==> src/rtl/signmag_to_twos26.sv <==
// Converts a {sign, magnitude} stream back to N-bit two's complement through a
// 2-stage valid/ready pipeline, flagging and counting saturated samples.
module signmag_to_twos26 #(
  parameter int N     = 26,
  parameter int CNT_W = 16
) (
  input  logic             clk,
  input  logic             reset_n,
  input  logic             in_valid,
  output logic             in_ready,
  input  logic [N-1:0]     in_mag,
  input  logic             in_sign,
  output logic             out_valid,
  input  logic             out_ready,
  output logic [N-1:0]     out_data,
  output logic             out_sat,
  output logic             sat_sticky,
  output logic [CNT_W-1:0] sat_count,
  input  logic             sat_clr
);

  localparam logic [N-1:0]     MAX_POS = {1'b0, {(N-1){1'b1}}};
  localparam logic [N-1:0]     MIN_NEG = {1'b1, {(N-1){1'b0}}};
  localparam logic [CNT_W-1:0] CNT_MAX = {CNT_W{1'b1}};
  localparam logic [CNT_W-1:0] CNT_ONE = {{(CNT_W-1){1'b0}}, 1'b1};

  logic             adv;
  logic             out_xfer;

  logic             s1_valid_q, s1_valid_d;
  logic             s1_sign_q, s1_sign_d;
  logic [N-1:0]     s1_mag_q, s1_mag_d;
  logic             s1_sat_pos_q, s1_sat_pos_d;
  logic             s1_sat_neg_q, s1_sat_neg_d;

  logic             out_valid_q, out_valid_d;
  logic [N-1:0]     out_data_q, out_data_d;
  logic             out_sat_q, out_sat_d;
  logic             sat_sticky_q, sat_sticky_d;
  logic [CNT_W-1:0] sat_count_q, sat_count_d;

  logic [N-1:0]     neg_carry;
  logic [N-1:0]     neg_mag;

  assign adv      = !out_valid_q || out_ready;
  assign in_ready = adv;
  assign out_xfer = out_valid_q && out_ready;

  assign out_valid  = out_valid_q;
  assign out_data   = out_data_q;
  assign out_sat    = out_sat_q;
  assign sat_sticky = sat_sticky_q;
  assign sat_count  = sat_count_q;

  // Increment of ~mag: bit i flips when every lower magnitude bit is zero.
  assign neg_carry[0] = 1'b1;
  generate
    for (genvar gi = 1; gi < N; gi++) begin : g_carry
      assign neg_carry[gi] = neg_carry[gi-1] & ~s1_mag_q[gi-1];
    end
    for (genvar gi = 0; gi < N; gi++) begin : g_neg
      assign neg_mag[gi] = ~s1_mag_q[gi] ^ neg_carry[gi];
    end
  endgenerate

  always_comb begin
    s1_valid_d   = s1_valid_q;
    s1_sign_d    = s1_sign_q;
    s1_mag_d     = s1_mag_q;
    s1_sat_pos_d = s1_sat_pos_q;
    s1_sat_neg_d = s1_sat_neg_q;
    if (adv) begin
      s1_valid_d = in_valid;
      if (in_valid) begin
        s1_sign_d    = in_sign;
        s1_mag_d     = in_mag;
        s1_sat_pos_d = !in_sign && (in_mag > MAX_POS);
        s1_sat_neg_d = in_sign && (in_mag > MIN_NEG);
      end
    end
  end

  always_comb begin
    out_valid_d = out_valid_q;
    out_data_d  = out_data_q;
    out_sat_d   = out_sat_q;
    if (adv) begin
      out_valid_d = s1_valid_q;
      if (s1_valid_q) begin
        out_sat_d = s1_sat_pos_q || s1_sat_neg_q;
        if (s1_sat_pos_q) begin
          out_data_d = MAX_POS;
        end else if (s1_sat_neg_q) begin
          out_data_d = MIN_NEG;
        end else if (s1_sign_q) begin
          out_data_d = neg_mag;
        end else begin
          out_data_d = s1_mag_q;
        end
      end
    end
  end

  // A saturated transfer in the same cycle as a clear restarts the count at one.
  always_comb begin
    sat_sticky_d = sat_sticky_q;
    sat_count_d  = sat_count_q;
    if (out_xfer && out_sat_q) begin
      sat_sticky_d = 1'b1;
      if (sat_clr) begin
        sat_count_d = CNT_ONE;
      end else if (sat_count_q != CNT_MAX) begin
        sat_count_d = sat_count_q + CNT_ONE;
      end
    end else if (sat_clr) begin
      sat_sticky_d = 1'b0;
      sat_count_d  = '0;
    end
  end

  always_ff @(posedge clk or negedge reset_n) begin
    if (!reset_n) begin
      s1_valid_q   <= 1'b0;
      s1_sign_q    <= 1'b0;
      s1_mag_q     <= '0;
      s1_sat_pos_q <= 1'b0;
      s1_sat_neg_q <= 1'b0;
      out_valid_q  <= 1'b0;
      out_data_q   <= '0;
      out_sat_q    <= 1'b0;
      sat_sticky_q <= 1'b0;
      sat_count_q  <= '0;
    end else begin
      s1_valid_q   <= s1_valid_d;
      s1_sign_q    <= s1_sign_d;
      s1_mag_q     <= s1_mag_d;
      s1_sat_pos_q <= s1_sat_pos_d;
      s1_sat_neg_q <= s1_sat_neg_d;
      out_valid_q  <= out_valid_d;
      out_data_q   <= out_data_d;
      out_sat_q    <= out_sat_d;
      sat_sticky_q <= sat_sticky_d;
      sat_count_q  <= sat_count_d;
    end
  end

endmodule

==> config.mk <==
export PLATFORM = sky130hd
export DESIGN_NAME = signmag_to_twos26
export DESIGN_NICKNAME = d
export VERILOG_FILES = /design/src/rtl/signmag_to_twos26.sv
export SDC_FILE = /design/constraint.sdc
export NUM_CORES = 1
export LEC_CHECK = 0
export CAP_MARGIN = 20
export CELL_PAD_IN_SITES_DETAIL_PLACEMENT = 1
export CELL_PAD_IN_SITES_GLOBAL_PLACEMENT = 1
export CORE_ASPECT_RATIO = 0.5
export CORE_MARGIN = 2
export CORE_UTILIZATION = 42
export DETAILED_ROUTE_END_ITERATION = 12
export GPL_TIMING_DRIVEN = 1
export HOLD_SLACK_MARGIN = 0.06
export PLACE_DENSITY_LB_ADDON = 0.1
export SYNTH_ARGS = -nofsm -noshare
export SYNTH_HDL_FRONTEND = slang
export SYNTH_SLANG_ARGS = --single-unit
==> constraint.sdc <==
create_clock -name clk -period 8.4 [get_ports clk]
set_input_delay 0.84 -clock clk [delete_from_list [all_inputs] [get_ports clk]]
set_output_delay 0.84 -clock clk [all_outputs]
set_load 0.1 [all_outputs]
==> impl_metrics.yaml <==
critical_path:
  crit_start: "s1_mag_q[0]"
  critical_path_peak_fanout: 3
  required_ps: 8630
  cp_slowest_cell: "dfrtp_1"
  reg2regPathDepth: 29
  crit_path_end_kind: "flip-flop"
  r2r_start: "s1_mag_q[0]"
  crit_arrival_ps: 5630
  critPathKind: "reg -> reg"
  critPathMaxStageDelay_ps: 380
  cpMostUsedCell: "ha_1"
  start_kind: "flip-flop"
global_route:
  grt_pass1_vias: 3237
  grt_max_degree: 76
  grt_usage_pct: 21.7
  antenna_found_initial: 0
  grt_pass1_wl_um: 16900
  grt.overflow.total: 0
final_layout:
  area.growth.synth_to_final_pct: 31.0
  final_core_util_pct: 57.8
  nets: 534
  fillers: 968
  drive_above_1_share_pct: 11.0
  diodes: 0
run:
  maxCapViolCount: 0
clocking:
  ctsResizeCount: 0
  numCtsBuffers: 9
  clk_root_buffer_cell: "clkbuf_16"
  cts.sinks: 75
  cts_tree: "built"
  clock_latency_ps: 330
  cts_hold_buf: 0
  cts_max_path_buffers: 2
  post_cts_buffers: 0
  htreeDepth: 3
  clk_pin_slew_ps: 60
drt:
  vias_per_cell: 5.31
  wl_met3_um: 415
  dr.first_iter.drc_count: 139
  drc_errors: 0
  wirelength_um: 10300
  vias: 3173
  firstDrtPassIters: 4
  antenna_left: 0
  wl_met2_um: 4510
  route.detailed.wl_per_inst_um: 17.2
  wl_met1_um: 5260
  top_layer: "met4"
floorplan:
  initial_core_util_pct: 44.1
  fp.dieArea_um2: 10100
  pin_count: 78
  die_h_um: 72.2
  core_area_um2: 8860
  dieWidth_um: 140
  rows: 24
yosys:
  synth.area.mux_share_pct: 8.29
  yosysMostFrequentCell: "dfrtp_1"
  synth_top_family_by_area: "simple AND/OR/NAND/NOR gates"
  synthCells: 407
  synth_seq_area_share_pct: 48.0
  yosys.area.top_type_share_pct: 48.0
  syn-cell-area_um2: 3910
  avgSynthCellArea_um2: 9.60
  synth_top_cell_by_area: "dfrtp_1"
  netlist_top_cells_area: "dfrtp_1 (48%), o21ai_0 (8.1%), ha_1 (8.0%)"
  yosysWarnings: 0
  synthXorXnorAreaFrac_pct: 2.24
  synthDistinctLibCells: 37
  yosys.area_share.simple_pct: 15.0
  syn_nets: 464
  ys.flop_type: "dfrtp_1"
  synth_edf_count: 0
  synthAdderAreaFrac_pct: 8.00
  async_flop_share_pct: 100
  synthTopCellsByCount: "dfrtp_1 (75), nand2_1 (64), o21ai_0 (63), inv_1 (29), mux2_2 (27)"
  ys_seq_elements: 75
  synth_compound_area_share_pct: 13.3
power:
  ir_drop_mv: 0.129
  power.density_nw_per_um2: 325
  p_leak_uw: 0.00228
placement:
  dp_slack_ps: 2950
  gp_congestion: 0.870
  dpl.hpwl_um: 7530
  port-buffer-count: 77
sta:
  drv_slew: 0
  max_freq_mhz: 185
  rsz0062_at_grt: "false"
  finalSetupTns_ps: 0
  period_share_pct: 64.3
  max-slew-margin-rel_pct: 33.3
  worst_slew_pin_slew_ps: 997
  period_needed_ps: 5400
  worst_slack_ps: 3000
  finalHoldViolCount: 0
  skew_ps: 7.06
  setup_viol: 0
  hold_ws_ps: 477
outcome:
  status: "finished, final reports clean"
min_path:
  hold_start: "out_data[21]"
  hp-class: "reg -> reg"
  min_path_cells: 2
==> area by class of cell <==
cell class	instances	area, µm²	area share [%]
Tap cell	117	146	2.86
Sequential cell	75	1880	36.6
Multi-Input combinational cell	280	1830	35.8
Clock buffer	11	253	4.94
Clock inverter	4	97.6	1.91
Inverter	30	113	2.20
Timing Repair Buffer	81	803	15.7
==> worst max-delay path, delay by kind of cell, from the launching register on <==
kind	cells	cell delay, ps
compound gates	1	210
xor+xnor	1	140
fa+ha+maj	24	4300
simple gates	2	210
flops	1	380
buf+inv	1	60
==> final timing paths <==
| kind | endpoint | slack (ps) |
|---|---|---|
| setup / recovery | out_data[25] | 3000 |
| hold / removal | out_data[21] | 480 |
| setup reg to reg | out_data[25] | 3000 |
| hold reg to reg | out_data[21] | 480 |
| max in group asynchronous | s1_mag_q[10] | 7040 |
| min in group asynchronous | sat_count[7] | 730 |
==> routing by layer <==
layer,GRT usage [%],up-vias
met5,0,-
met4,5.39,0
met3,5.35,11
met2,34.9,69
met1,30.0,1550
li1,-,1543
==> sequential cells by signal, summed over array words and instances, names as in the netlist <==
name	count
sat_sticky	1
s1_mag_q	26
s1_sat_neg_q	1
out_data	26
s1_valid_q	1
s1_sign_q	1
s1_sat_pos_q	1
out_sat	1
out_valid	1
sat_count	16
==> cell families after synthesis <==
family	count (synthesis)
AND/OR/NAND/NOR	117
AO/OA/AOI/OAI	99
XOR/XNOR	10
buffers and inverters	52
flip-flops	75
adder cells (fa/ha/maj)	25
multiplexers	29
==> through the flow <==
step                area, µm²  instances  power [µW]
floorplan                3910        407        1020
global placement         4760        582        1200
detailed placement       4760        582        1220
CTS                      5110        597        1680
global route             5120        598        1740
finish                   5120        598        1670
==> where the power goes <==
| part | total (µW) | internal (µW) | switching [µW] |
|---|---|---|---|
| clock | 452 | 305 | 147 |
| sequential | 495 | 438 | 57.9 |
| combinational | 719 | 176 | 543 |
==> placed cells by master, fill, tap and decap left out, drive strengths merged <==
cell,count
xnor2,9
ha,25
o21bai,2
nand3,8
nor4,9
dfrtp,75
a31oi,2
nor2,7
nand4bb,1
clkdlybuf4s50,76
o31ai,1
nor3b,3
o21ai,65
a21oi,25
o211ai,1
a21boi,1
clkbuf,11
buf,5
a211o,1
bufinv,3
and3,2
nor2b,3
xor2,1
clkinv,1
mux2,27
a221oi,1
inv,29
clkinvlp,1
mux2i,2
nand2b,4
nand2,64
nand4,5
nor3,11
(Power assumes the default switching activity.)
